<file path="src/rtl/input_divider_ctrl.sv">
// input_divider_ctrl
//   Sequencer owning the control pins of input_divider. A configuration is
//   accepted over cfg_valid/cfg_ready, then the divider is gated, the new
//   settings are applied after a settle delay, and the enable is restored
//   after a second settle delay. Optional measurement window counts rising
//   edges of div_out.
//
// Optional feature macro: INPUT_DIVIDER_CTRL_MEAS_EN (MEAS state, div_out
//   synchronizer, edge counter). Undefined: div_en_meas and meas_count tie 0.
//
// Ports:
//   clk, rstb            clock, asynchronous active-low reset
//   cfg_valid/cfg_ready  request handshake (ready only in IDLE)
//   cfg_*                requested divider settings
//   div_*                registered divider control pins
//   div_out              divider output (asynchronous to clk)
//   done                 one-cycle pulse at end of sequence
//   meas_count           rising edges of div_out seen in last window
module input_divider_ctrl #(
  parameter int N_SETTLE = 8,
  parameter int N_MEAS   = 64,
  parameter int CNT_W    = 8
) (
  input  logic             clk,
  input  logic             rstb,
  input  logic             cfg_valid,
  output logic             cfg_ready,
  input  logic             cfg_en,
  input  logic [2:0]       cfg_ndiv,
  input  logic             cfg_bypass_div,
  input  logic             cfg_bypass_div2,
  input  logic             cfg_sel_clk_source,
  output logic             div_en,
  output logic [2:0]       div_ndiv,
  output logic             div_bypass_div,
  output logic             div_bypass_div2,
  output logic             div_sel_clk_source,
  output logic             div_en_meas,
  input  logic             div_out,
  output logic             done,
  output logic [CNT_W-1:0] meas_count
);

  // Sequencing counter is sized from the delays themselves so that a narrow
  // edge counter (small CNT_W) still gets the full measurement window.
  localparam int MAX_DLY = (N_SETTLE > N_MEAS) ? N_SETTLE : N_MEAS;
  localparam int TW      = $clog2(MAX_DLY + 1);
  localparam logic [TW-1:0] SETTLE_M1 = TW'(N_SETTLE - 1);
`ifdef INPUT_DIVIDER_CTRL_MEAS_EN
  localparam logic [TW-1:0] MEAS_M1   = TW'(N_MEAS - 1);
`endif

  typedef enum logic [2:0] {
    S_IDLE,
    S_WAIT_OFF,
    S_WAIT_ON,
    S_MEAS,
    S_DONE
  } state_t;

  state_t         state_q, state_d;
  logic [TW-1:0]  cnt_q, cnt_d;
  logic           load_shadow, apply_cfg, restore_en, meas_end;

  logic           sh_en, sh_bypass_div, sh_bypass_div2, sh_sel_clk_source;
  logic [2:0]     sh_ndiv;

  assign cfg_ready = (state_q == S_IDLE);

  always_ff @(posedge clk or negedge rstb) begin
    if (!rstb) begin
      state_q <= S_IDLE;
      cnt_q   <= '0;
    end else begin
      state_q <= state_d;
      cnt_q   <= cnt_d;
    end
  end

  always_comb begin
    state_d     = state_q;
    cnt_d       = cnt_q;
    load_shadow = 1'b0;
    apply_cfg   = 1'b0;
    restore_en  = 1'b0;
    meas_end    = 1'b0;
    case (state_q)
      S_IDLE: begin
        if (cfg_valid) begin
          load_shadow = 1'b1;
          cnt_d       = SETTLE_M1;
          state_d     = S_WAIT_OFF;
        end
      end
      S_WAIT_OFF: begin
        if (cnt_q == '0) begin
          apply_cfg = 1'b1;
          cnt_d     = SETTLE_M1;
          state_d   = S_WAIT_ON;
        end else begin
          cnt_d = cnt_q - 1'b1;
        end
      end
      S_WAIT_ON: begin
        if (cnt_q == '0) begin
          restore_en = 1'b1;
`ifdef INPUT_DIVIDER_CTRL_MEAS_EN
          cnt_d   = MEAS_M1;
          state_d = S_MEAS;
`else
          state_d = S_DONE;
`endif
        end else begin
          cnt_d = cnt_q - 1'b1;
        end
      end
      S_MEAS: begin
        if (cnt_q == '0) begin
          meas_end = 1'b1;
          state_d  = S_DONE;
        end else begin
          cnt_d = cnt_q - 1'b1;
        end
      end
      S_DONE:  state_d = S_IDLE;
      default: state_d = S_IDLE;
    endcase
  end

  always_ff @(posedge clk or negedge rstb) begin
    if (!rstb) begin
      sh_en              <= 1'b0;
      sh_ndiv            <= '0;
      sh_bypass_div      <= 1'b0;
      sh_bypass_div2     <= 1'b0;
      sh_sel_clk_source  <= 1'b0;
      div_en             <= 1'b0;
      div_ndiv           <= '0;
      div_bypass_div     <= 1'b1;
      div_bypass_div2    <= 1'b1;
      div_sel_clk_source <= 1'b0;
      done               <= 1'b0;
    end else begin
      done <= (state_d == S_DONE);
      if (load_shadow) begin
        sh_en             <= cfg_en;
        sh_ndiv           <= cfg_ndiv;
        sh_bypass_div     <= cfg_bypass_div;
        sh_bypass_div2    <= cfg_bypass_div2;
        sh_sel_clk_source <= cfg_sel_clk_source;
        div_en            <= 1'b0;
      end
      if (apply_cfg) begin
        div_ndiv           <= sh_ndiv;
        div_bypass_div     <= sh_bypass_div;
        div_bypass_div2    <= sh_bypass_div2;
        div_sel_clk_source <= sh_sel_clk_source;
      end
      if (restore_en) begin
        div_en <= sh_en;
      end
    end
  end

`ifdef INPUT_DIVIDER_CTRL_MEAS_EN
  logic             sync1_q, sync2_q, hist_q;
  logic             edge_rise;
  logic [CNT_W-1:0] ecnt_q, ecnt_inc;

  assign edge_rise = sync2_q & ~hist_q;
  // Saturating increment; also feeds the latch so the last window cycle counts.
  assign ecnt_inc  = (edge_rise && (ecnt_q != '1)) ? ecnt_q + 1'b1 : ecnt_q;

  always_ff @(posedge clk or negedge rstb) begin
    if (!rstb) begin
      sync1_q     <= 1'b0;
      sync2_q     <= 1'b0;
      hist_q      <= 1'b0;
      ecnt_q      <= '0;
      div_en_meas <= 1'b0;
      meas_count  <= '0;
    end else begin
      sync1_q <= div_out;
      sync2_q <= sync1_q;
      hist_q  <= sync2_q;
      if (restore_en) begin
        ecnt_q      <= '0;
        div_en_meas <= 1'b1;
      end else if (state_q == S_MEAS) begin
        ecnt_q <= ecnt_inc;
        if (meas_end) begin
          meas_count  <= ecnt_inc;
          div_en_meas <= 1'b0;
        end
      end
    end
  end
`else
  logic unused_div_out;
  assign unused_div_out = div_out;
  assign div_en_meas    = 1'b0;
  assign meas_count     = '0;
`endif

endmodule

</file>
<file path="config.mk">
export PLATFORM = sky130hd
export DESIGN_NAME = input_divider_ctrl
export DESIGN_NICKNAME = d
export VERILOG_FILES = /design/src/rtl/input_divider_ctrl.sv
export SDC_FILE = /design/constraint.sdc
export NUM_CORES = 1
export LEC_CHECK = 0
export BUFFER_PORTS_ARGS = -buffer_cell sky130_fd_sc_hd__buf_4
export CORE_MARGIN = 2
export CORE_UTILIZATION = 31
export DETAILED_ROUTE_END_ITERATION = 8
export PLACE_DENSITY_LB_ADDON = 0.2
export SLEW_MARGIN = 15
export SYNTH_ARGS = -nofsm -noshare
export SYNTH_HDL_FRONTEND = slang
export SYNTH_SLANG_ARGS = --single-unit
</file>
<file path="constraint.sdc">
create_clock -name clk -period 4.15 [get_ports clk]
set_input_delay 0.83 -clock clk [delete_from_list [all_inputs] [get_ports clk]]
set_output_delay 0.83 -clock clk [all_outputs]
set_load 0.03 [all_outputs]
</file>
# Word level (Yosys, flattened, before mapping)
# Index checks and enable logic that the tools add are counted.
# Widths: inputs -> output; s select.
dict set report totals {
  elab_cells 41
  regBits 25
  in_bits 11
  output_inout_bits 18
}
dict set report op_classes {
  eq_ne 6
  add_sub_neg 1
  n_reduce_logical 6
  n_mux 15
}
# op n
set op_table {}
lappend op_table {{$mux 7} 3}
lappend op_table {{$pmux 7 s3} 1}
lappend op_table {{$mux 3} 3}
lappend op_table {{$pmux 3 s3} 1}
lappend op_table {{$logic_not 7->1} 1}
lappend op_table {{$mux 1} 7}
lappend op_table {{$sub 7x1->7 const B} 1}
lappend op_table {{$eq 3x2->1 const B} 2}
lappend op_table {{$ne 2x2->1 const B} 2}
lappend op_table {{$eq 3x1->1 const B} 1}
lappend op_table {{$eq 3x3->1 const B} 1}
lappend op_table {{$logic_not 3->1} 1}
lappend op_table {{$reduce_and 3->1} 1}
lappend op_table {{$reduce_bool 3->1} 1}
lappend op_table {{$reduce_bool 2->1} 1}
lappend op_table {{$reduce_or 2->1} 1}

# Longest topological paths before layout
# Gate-level depths: netlist of run 1.
dict set report depth {
  ltp_word 4
  mapped_depth 6
  mapped_depth_nobuf 6
}

# Worst setup path after synthesis of run 1
# No wires, ideal clock.
dict set report synth_path {
  path_type {flip-flop to flip-flop}
  from {reg state_q[0]}
  to {reg sh_bypass_div}
  synth_period_minus_slack_ns 2.079
  stages_incl_launch_ff 6
  t_arrival_ns 1.954
  slack_ns 2.071
  setup_time_ns 0.125
  path_cell_list {dfrtp_1 buf_4 nor3_1 and2_1 buf_2 mux2_2}
}
dict set report synth_between {
  elab_chain_len 2
}
# item line
set synth_rtl {}
lappend synth_rtl {{start, declared} 61} ;# state_t state_q, state_d;
lappend synth_rtl {{start signal, assigned} 75} ;# state_q <= state_d;
lappend synth_rtl {{$logic_not 3->1} n/a}
lappend synth_rtl {{via cfg_ready} 27} ;# output logic cfg_ready,
lappend synth_rtl {{$mux 1} 87} ;# case (state_q)
lappend synth_rtl {{end signal, assigned} 148} ;# sh_bypass_div <= cfg_bypass_div;
lappend synth_rtl {{end, declared} 65} ;# logic sh_en, sh_bypass_div, sh_bypass_div2, sh_sel_clk_source;
# The timed path passes the listed nets, and every way through them passes these cells.
# A chain may end at the register's enable or synchronous reset.

# Final worst setup path of run 1
dict set report layout_path {
  from {reg state_q[2]}
  to {out cfg_ready}
}
dict set report layout_between {
  elab_chain_len 1
}
# item line
set layout_rtl {}
lappend layout_rtl {{$logic_not 3->1} 68} ;# assign cfg_ready = (state_q == S_IDLE);
lappend layout_rtl {{end, declared} 27}
# Every way passes these cells.

==> run summary, run 1 <==
Most frequent cell after synthesis = dfrtp_1
Met2 usage = 18.8%
Largest net degree at the start of global routing = 26
CP Data Arrival Time = 1.27 ns
Skew final = 0.00824 ns
Post-route setup slack = 2.05 ns
Slew Viols, Final = 0
Status = finished clean
Core area = 0.00372 sq mm
R2r setup slk = 2.18 ns
CP Class = reg2out
Setup violators final = 0
Vias in the first global route = 840
Clock Sinks = 25
Post-synth EDFFs = 0
GRT Total Usage = 11.0%
Vias = 811
Synthesized instance count = 105
Via/cell ratio = 4.77
Reg2reg start = cnt_q[0]
Root Driver = clkbuf_8
Comb power frac = 38.8%
Worst hold margin = 0.443 ns
Max VDD drop = 0.275 mV
Synth area leader = dfrtp_1
Max-Cap Viols = 0
Initial Util = 32.5%
Sw Ratio = 37.9%
Post-DP HPWL = 1.54 mm
Cell area after layout = 0.00139 sq mm
Worst reg2reg path endpoint = cnt_q[3]
Register area share after synthesis = 52.0%
Worst Hold Class = in2async
Hold Vio Cnt, Final = 0
Crit start category = flip-flop
Minimum clock period after layout = 2.10 ns
GP Congestion = 0.789
Mean post-synth cell area = 11.5 sq um
First-pass GRT wire length = 3.73 mm
Placed instance area = 0.00135 sq mm
Residual DRC = 0
Site Rows = 22
Crit path max fanout = 12
Synth warn = 0
P&R area growth vs syn = 15.0%
Htree depth = 1
Pleak = 0.629 nW
P_int = 0.584 mW
DIE WIDTH = 66.4 um
Switch Pwr = 0.356 mW
Clock Tree Buf Depth = 2
Hold_buf cts = 0
GRT met1 Usage = 13.3%
Prevailing post-synth register cell = dfrtp_1
Postcts setup bufs = 0
ANT cells = 0
Commonest cells post-synth = dfrtp_1, mux2_2, buf_4
Clock power frac = 15.2%
Die area = 0.00441 sq mm
DIE HEIGHT = 66.4 um
Reg2reg path depth = 6
Antenna Nets Post-Route = 0
Count of cell types in the netlist = 38
Ys async rst share = 100%
Post-Synthesis Cell Area = 0.00121 sq mm
Detailed Route WL = 2.07 mm
Yosys top cell area share = 47.6%
Fmax = 477 MHz
DR WL/cell = 12.1 um
Final #Nets = 135
Grt total ovfl = 0
CTS buffer count = 3
Req. time, crit path = 3.32 ns
DRT iter0 DRCs = 5
Layout cells sized above 1 = 34.4%
Tcrit/Tclk final = 50.5%
Clk Latency, worst-skew pair = 0.27 ns
Drt first pass iters = 3
Io pins = 29
Pwr Density = 676 mW/mm^2
Setup TNS = 0 ns
Buffers added on ports = 18
GRT busiest layer = met2
CTS tree = built
Dominant cells by area after synthesis = dfrtp_1, mux2_2, buf_4
Initial antenna violation count = 0
Synthesis-stage register bit count = 25
Sequential share of power = 46.0%
CTS resizes = 0
DP Worst Slack = 2.09 ns
Setup repair after global routing missed its margin = no
Clock slew at reported path FFs = 0.09 ns
Worst Setup End Kind = output port
GRT met3 Usage = 2.56%
-- power groups by stage --
stage | combinational, mW | sequential [mW] | clock [mW]
2_1_floorplan | 0.253 | 0.454 | 0
3_3_place_gp | 0.357 | 0.433 | 0
3_5_place_dp | 0.367 | 0.438 | 0
4_1_cts | 0.369 | 0.433 | 0.148
5_1_grt | 0.403 | 0.448 | 0.159
6_report | 0.364 | 0.432 | 0.143
-- flip-flops by register name, indices dropped and copies added, names as in the netlist, 3 cells and up --
signal and count:
cnt_q 7, div_ndiv 3, sh_ndiv 3, state_q 3
-- cell usage in the layout (no fill, tap or decap), drive strengths merged, types with 2 or more instances in the layout --
master,n
nor4b,2
mux2,14
nor2,8
clkbuf,4
nor2b,2
nor3b,3
nand3,3
buf,18
inv,2
conb,9
dfstp,2
nor3,6
dfrtp,23
nand2,2
a21oi,5
-- how the worst max path moves through the flow --
| stage | from | to | slack [ns] |
|---|---|---|---|
| global route | state_q[2] | cfg_ready | 1.95 |
| global placement | cfg_valid | cnt_q[3] | 2.12 |
| CTS | state_q[2] | cfg_ready | 2.03 |
| floorplan | state_q[0] | sh_bypass_div | 2.07 |
| detailed placement | cfg_valid | cnt_q[3] | 2.09 |
| finish | state_q[2] | cfg_ready | 2.05 |
-- layout make-up --
type                       count  area, sq um
clock buffer                   4         45.0
sequential                    25          628
inverter                       2         7.51
multi-input combinational     73          514
fill                         377         2330
tap                           48         60.1
timing repair buffer          18          135
-- metrics by stage --
step / instances / util, % / total power, mW
5_1_grt: 170 / 37.4 / 1.01
4_1_cts: 170 / 37.4 / 0.950
3_5_place_dp: 166 / 36.2 / 0.804
3_3_place_gp: 166 / 36.2 / 0.790
6_report: 170 / 37.4 / 0.939
2_1_floorplan: 113 / - / 0.707
-- metal layers --
| layer | vias up | share of wire, % | wire length (um) |
|---|---|---|---|
| met5 | - | 0 | 0 |
| met4 | 0 | 0.77 | 16 |
| met3 | 2 | 4.8 | 99 |
| met2 | 20 | 48 | 985 |
| met1 | 399 | 47 | 963 |
| li1 | 390 | - | - |
-- worst max-delay path, cell delays in order, from the launching register on --
cell and delay [ns]:
dfrtp_1 0.51, nor3_1 0.28, buf_4 0.20
-- cell families after synthesis --
kind of cell | after synthesis | share of synthesized area [%]
and+or+nand+nor | 34 | 17.3
muxes | 14 | 13.0
buffers and inverters | 15 | 7.97
DFF | 25 | 52.0
AOI/OAI and AO/OA | 15 | 8.39
other | 1 | 0.310
adders and majority gates | 1 | 1.04
Note: power is estimated with default switching activity, not from simulation.
==> run 2: changes to the inputs <==
--- a/config.mk
+++ b/config.mk
@@ -5,6 +5,7 @@
 export SDC_FILE = /design/constraint.sdc
 export NUM_CORES = 1
 export LEC_CHECK = 0
+export ABC_AREA = 1
 export BUFFER_PORTS_ARGS = -buffer_cell sky130_fd_sc_hd__buf_4
 export CORE_MARGIN = 2
 export CORE_UTILIZATION = 31
==> constraint.sdc (replaced) <==
create_clock -name clk -period 2.15 [get_ports clk]
set_input_delay 0.43 -clock clk [delete_from_list [all_inputs] [get_ports clk]]
set_output_delay 0.43 -clock clk [all_outputs]
set_load 0.03 [all_outputs]
==> run 2 against run 1 <==
- utilization about the same
- largest power group unchanged
- synthesized cell count up 37%
- clock skew fell by 0.0065 ns
- design area is 7.7% higher
==> run summary, run 2 <==
Crit path max fanout = 8 (-4)
Synthesis-stage register bit count = 25 (unchanged)
Worst Hold Class = in2async
Die area = 0.00468 sq mm (+6.1%)
Root Driver = clkbuf_8
Buffers added on ports = 18 (unchanged)
Slew Viols, Final = 0 (unchanged)
Synth area leader = dfrtp_1
Post-DP HPWL = 1.79 mm (+16%)
CP Class = reg2reg
WP buf/inv = 3 (+2)
Skew final = 0.00179 ns (-0.00645 ns)
Io pins = 29 (unchanged)
Pwr Density = 1060 mW/mm^2 (+57%)
Post-synth EDFFs = 0 (unchanged)
Cell family with most CP delay = simple AND/OR/NAND/NOR gates
Synth warn = 0 (unchanged)
Clk Latency, worst-skew pair = 0.26 ns (about the same)
Setup repair after global routing missed its margin = no
DR WL/cell = 10.9 um (-10%)
Drt first pass iters = 4 (+1)
Layout cells sized above 1 = 26.1% (-8.4 points)
Max-Cap Viols = 0 (unchanged)
Fmax = 611 MHz
CTS resizes = 0 (unchanged)
Crit start category = flip-flop
CP Data Arrival Time = 1.80 ns (+0.53 ns)
Vias in the first global route = 844 (+0.48%)
Post-route setup slack = 0.513 ns (-1.54 ns)
P&R area growth vs syn = 16.2%
Req. time, crit path = 2.31 ns (-1.01 ns)
Most frequent cell after synthesis = nand2_1
Postcts setup bufs = 0 (unchanged)
Vias = 929 (+15%)
Commonest cells post-synth = nand2_1, dfrtp_1, inv_1
Synthesized instance count = 144 (+37%)
Mean post-synth cell area = 8.94 sq um (-22%)
Status = finished clean
Hold_buf cts = 0 (unchanged)
Ys async rst share = 100% (unchanged)
Biggest register = cnt_q
Post-Synthesis Cell Area = 0.00129 sq mm (+6.5%)
Setup TNS = 0 ns (unchanged)
GP Congestion = 0.804 (+1.9%)
Met2 usage = 16.3% (-2.4 points)
Dominant cells by area after synthesis = dfrtp_1, nand2_1, buf_4
GRT busiest layer = met2
Detailed Route WL = 2.34 mm (+13%)
Core area = 0.00400 sq mm (+7.6%)
Residual DRC = 0 (unchanged)
Clock Sinks = 25 (unchanged)
ANT cells = 0 (unchanged)
Tcrit/Tclk final = 76.2%
Setup violators final = 0 (unchanged)
Clock Tree Buf Depth = 2 (unchanged)
Max VDD drop = 0.518 mV (+89%)
DIE HEIGHT = 68.4 um (+3.0%)
Register area share after synthesis = 48.8% (-3.2 points)
Initial antenna violation count = 0 (unchanged)
Most frequent cells in the layout = nand2_1, dfrtp_1, buf_4, inv_1, nand3_1
Max stage delay on crit path = 0.39 ns (-0.12 ns)
CTS buffer count = 3 (unchanged)
Htree depth = 1 (unchanged)
GRT met3 Usage = 1.48% (-1.1 points)
DIE WIDTH = 68.4 um (+3.0%)
Grt total ovfl = 0 (unchanged)
Worst path slowest cell = dfrtp_1
Hold Vio Cnt, Final = 0 (unchanged)
GRT Total Usage = 10.9% (-0.057 points)
Yosys top cell area share = 44.7% (-2.9 points)
Crit-path cells = inv_1 -> ha_1 -> inv_2 -> nor2_4 -> nand4_4 -> nand2_2 -> inv_2 -> nor2_1 -> nor2_1
Count of cell types in the netlist = 27 (-29%)
DRT iter0 DRCs = 40 (+35)
Site Rows = 23 (+4.5%)
Antenna Nets Post-Route = 0 (unchanged)
Prevailing post-synth register cell = dfrtp_1
CTS tree = built
DP Worst Slack = 0.512 ns (-1.58 ns)
Clock slew at reported path FFs = 0.09 ns (about the same)
Largest net degree at the start of global routing = 26 (unchanged)
Pleak = 0.803 nW (+28%)
Largest register FFs = 7 (unchanged)
First-pass GRT wire length = 3.86 mm (+3.3%)
Initial Util = 32.2% (-0.34 points)
Final #Nets = 178 (+32%)
GRT met1 Usage = 16.1% (+2.8 points)
Worst Setup End Kind = flip-flop
Most common cell after layout, fill and taps aside = nand2_1
Via/cell ratio = 4.32 (-9.4%)
Minimum clock period after layout = 1.64 ns
run 2: power by group:
group	total, mW	leakage, nW	switching, mW	internal (mW)
clock network	0.282	0.0217	0.151	0.131
logic	0.634	0.468	0.410	0.224
registers	0.670	0.314	0.0875	0.582
run 2: routing by layer:
| layer | share of wire [%] | wire (um) |
|---|---|---|
| met4 | 1.5 | 34 |
| met2 | 46 | 1070 |
| met1 | 50 | 1170 |
| met5 | 0 | 0 |
| met3 | 2.9 | 68 |
run 2: cells by family after synthesis:
logic type      Yosys count  synth area share [%]
simple gates             73                  27.7
buf+inv                  29                  11.1
flops                    25                  48.8
compound gates            7                  4.37
mux                       7                  6.12
fa+ha+maj                 1                 0.972
other cells               1                 0.291
xor+xnor                  1                 0.680
run 2: worst paths after layout:
kind / startpoint / endpoint / slack [ns] / cells past startpoint
max reg2reg: cnt_q[0] / cnt_q[1] / 0.51 / 9
min in group clk: cfg_bypass_div2 / sh_bypass_div2 / 0.38 / 2
min: rstb / cnt_q[6] / 0.05 / 1
max in group asynchronous: rstb / div_bypass_div / 1.81 / 1
min reg2reg: div_bypass_div2 / div_bypass_div2 / 0.47 / 2
max: cnt_q[0] / cnt_q[1] / 0.51 / 9
run 2: area by class of cell:
cell class	count	area (sq um)
Sequential cell	25	628
Multi-Input combinational cell	98	547
Clock buffer	3	41.3
Timing Repair Buffer	18	135
Tap cell	50	62.6
Inverter	20	75.1
Clock inverter	1	7.51
Fill cell	408	2500
run 2: through the flow:
step                      total power [mW]  hold WS, ns  area (sq um)  util [%]  std cells
after floorplan                       1.17        0.134          1320         -        152
after global placement                1.30        0.351          1450      36.2        211
after detailed placement              1.32        0.362          1450      36.2        211
after CTS                             1.61       0.0674          1500      37.4        215
after global routing                  1.72       0.0670          1500      37.4        215
final                                 1.59       0.0514          1500      37.4        215
run 2: worst reg2reg max path, stage by stage (launching register included):
cell and delay (ns):
dfrtp_1 0.39, inv_1 0.12, ha_1 0.29, inv_2 0.07, nor2_4 0.12, nand4_4 0.18, nand2_2 0.17, inv_2 0.07
nor2_1 0.09, nor2_1 0.05
==> run 3: changes to the inputs <==
==> constraint.sdc (replaced) <==
create_clock -name clk -period 1.37 [get_ports clk]
set_input_delay 0.274 -clock clk [delete_from_list [all_inputs] [get_ports clk]]
set_output_delay 0.274 -clock clk [all_outputs]
set_load 0.03 [all_outputs]
==> run 3 against run 2 <==
- register-to-register slack worse by 0.51 ns
- global-route usage increased by 1.6 points
- design area grew 13%
- sequential power is 57% higher
- die area stayed put
- utilization increased by 4.8 points
- count of clock-buffer cells in the layout did not move
- critical path type unchanged
- critical endpoint is now div_en
- flip-flop and latch count is the same
- sequential share of layout area is 4.7 points lower
- power grew 78%
- critical path depth is 2 lower
- cell count rose by 6.0%
==> run summary, run 3 (same netlist as run 2, synthesis figures left out) <==
Status = finished clean
Grt total ovfl = 0 (unchanged)
Initial Util = 32.2% (unchanged)
Crit start category = flip-flop
Largest net degree at the start of global routing = 26 (unchanged)
CTS buffer count = 3 (unchanged)
Clk Latency, worst-skew pair = 0.27 ns (about the same)
Buffers added on ports = 18 (unchanged)
Most frequent cells in the layout = nand2_1, buf_4, dfrtp_1, inv_1, conb_1
Reg2reg path depth = 7 (-2)
Final #Nets = 191 (+7.3%)
Vias = 1006 (+8.3%)
Vias in the first global route = 946 (+12%)
Io pins = 29 (unchanged)
Antenna Nets Post-Route = 0 (unchanged)
Pleak = 0.879 nW (+9.4%)
Clock slew at reported path FFs = 0.09 ns (about the same)
Util after Layout = 42.3% (+4.8 points)
Drt first pass iters = 4 (unchanged)
Minimum clock period after layout = 1.37 ns (-0.268 ns)
Hold Vio Cnt, Final = 0 (unchanged)
Biggest register = cnt_q
CP Data Arrival Time = 1.57 ns (-0.23 ns)
Post-DP HPWL = 1.94 mm (+8.5%)
Req. time, crit path = 1.57 ns (-0.74 ns)
Setup violators final = 0 (unchanged)
Die area = 0.00468 sq mm (unchanged)
Critical Path Source = cnt_q[0]
Htree depth = 1 (unchanged)
Via/cell ratio = 4.41 (+2.1%)
Max-Cap Viols = 0 (unchanged)
Root Driver = clkbuf_8
Residual DRC = 0 (unchanged)
Initial antenna violation count = 0 (unchanged)
Most common cell after layout, fill and taps aside = nand2_1
GRT Total Usage = 12.5% (+1.6 points)
Pwr Density = 1670 mW/mm^2 (+58%)
DIE WIDTH = 68.4 um (unchanged)
Crit path max fanout = 7 (-1)
Slew Viols, Final = 0 (unchanged)
DRT iter0 DRCs = 23 (-43%)
P&R area growth vs syn = 31.3%
First-pass GRT wire length = 4.33 mm (+12%)
Largest register FFs = 7 (unchanged)
Worst Hold Class = in2reg
R2r setup slk = 0.0007 ns (-0.51 ns)
Setup repair after global routing missed its margin = yes
Reg2reg start = cnt_q[0]
Clock Sinks = 25 (unchanged)
Detailed Route WL = 2.58 mm (+10%)
CP Class = reg2reg
Core area = 0.00400 sq mm (unchanged)
ANT cells = 0 (unchanged)
Site Rows = 23 (unchanged)
Worst Setup End Kind = flip-flop
DIE HEIGHT = 68.4 um (unchanged)
Max VDD drop = 0.581 mV (+12%)
Worst reg2reg path endpoint = div_en
Skew final = 0.00291 ns (+0.00112 ns)
Fmax = 730 MHz (+20%)
GP Congestion = 0.786 (-2.1%)
Tcrit/Tclk final = 99.9% (+24 points)
Worst hold margin = 0.211 ns (+0.160 ns)
DR WL/cell = 11.3 um (+4.1%)
CTS tree = built
Final-layout fill cell count = 401 (-1.7%)
CP Capture Point = div_en
Layout cells sized above 1 = 40.4% (+14 points)
Clock Tree Buf Depth = 2 (unchanged)
==> run 3: cell type report <==
class,instances,area (sq um),area share [%]
Inverter,20,77.6,4.59
Clock buffer,3,41.3,2.44
Multi-Input combinational cell,98,629,37.2
Timing Repair Buffer,31,243,14.4
Clock inverter,1,7.51,0.444
Tap cell,50,62.6,3.70
Sequential cell,25,629,37.2
==> run 3: timing repair <==
action                                 4_1_cts  5_1_grt
gates resized for setup                      3       20
hold buffers                                 1        0
setup endpoints to repair                   14       21
endpoints found under the hold margin       23        0
cloned                                       0        0
buffers inserted                             4        0
pin swaps                                    1        7
==> run 3: worst min path at each step <==
stage                            from    endpoint  slack (ns)  depth (start not counted)
after CTS                 cfg_ndiv[0]  sh_ndiv[0]        0.21                          2
after global placement           rstb    cnt_q[2]        0.19                          1
after detailed placement         rstb    cnt_q[1]        0.20                          1
after global routing      cfg_ndiv[0]  sh_ndiv[0]        0.21                          2
after floorplan                  rstb    cnt_q[0]       -0.02                          0
final                     cfg_ndiv[0]  sh_ndiv[0]        0.21                          2
==> run 3: through the flow <==
stage          setup TNS [ns]  instances  cell area, sq um  power (mW)  worst slack (ns)
6_report                    0        228              1690        2.83          0.000726
5_1_grt                -0.933        228              1690        3.06            -0.105
4_1_cts              -0.00376        228              1610        2.75          -0.00376
3_5_place_dp           -0.251        219              1520        2.22           -0.0425
3_3_place_gp                0        219              1520        2.18            0.0149
2_1_floorplan               0        152              1330        1.86           0.00566
==> run 3: layer usage <==
layer,track usage (%),vias to the layer above,share of wire (%)
li1,-,505,-
met1,17.3,486,48
met2,19.4,13,49
met3,1.97,2,2.8
met4,5.25,0,0.66
met5,0,-,0
==> run 3: critical path: stages, from the launching register on <==
cell and delay [ns]:
dfrtp_1 0.40, inv_2 0.09, ha_4 0.14, inv_2 0.04, nor2_4 0.13, nand4_4 0.15, or2_0 0.23, a21oi_1 0.12
==> run 3: power breakdown <==
group / internal [mW] / switching, mW / leakage [nW]
clock network: 0.206 / 0.245 / 0.0217
registers: 0.914 / 0.140 / 0.312
logic: 0.535 / 0.789 / 0.545
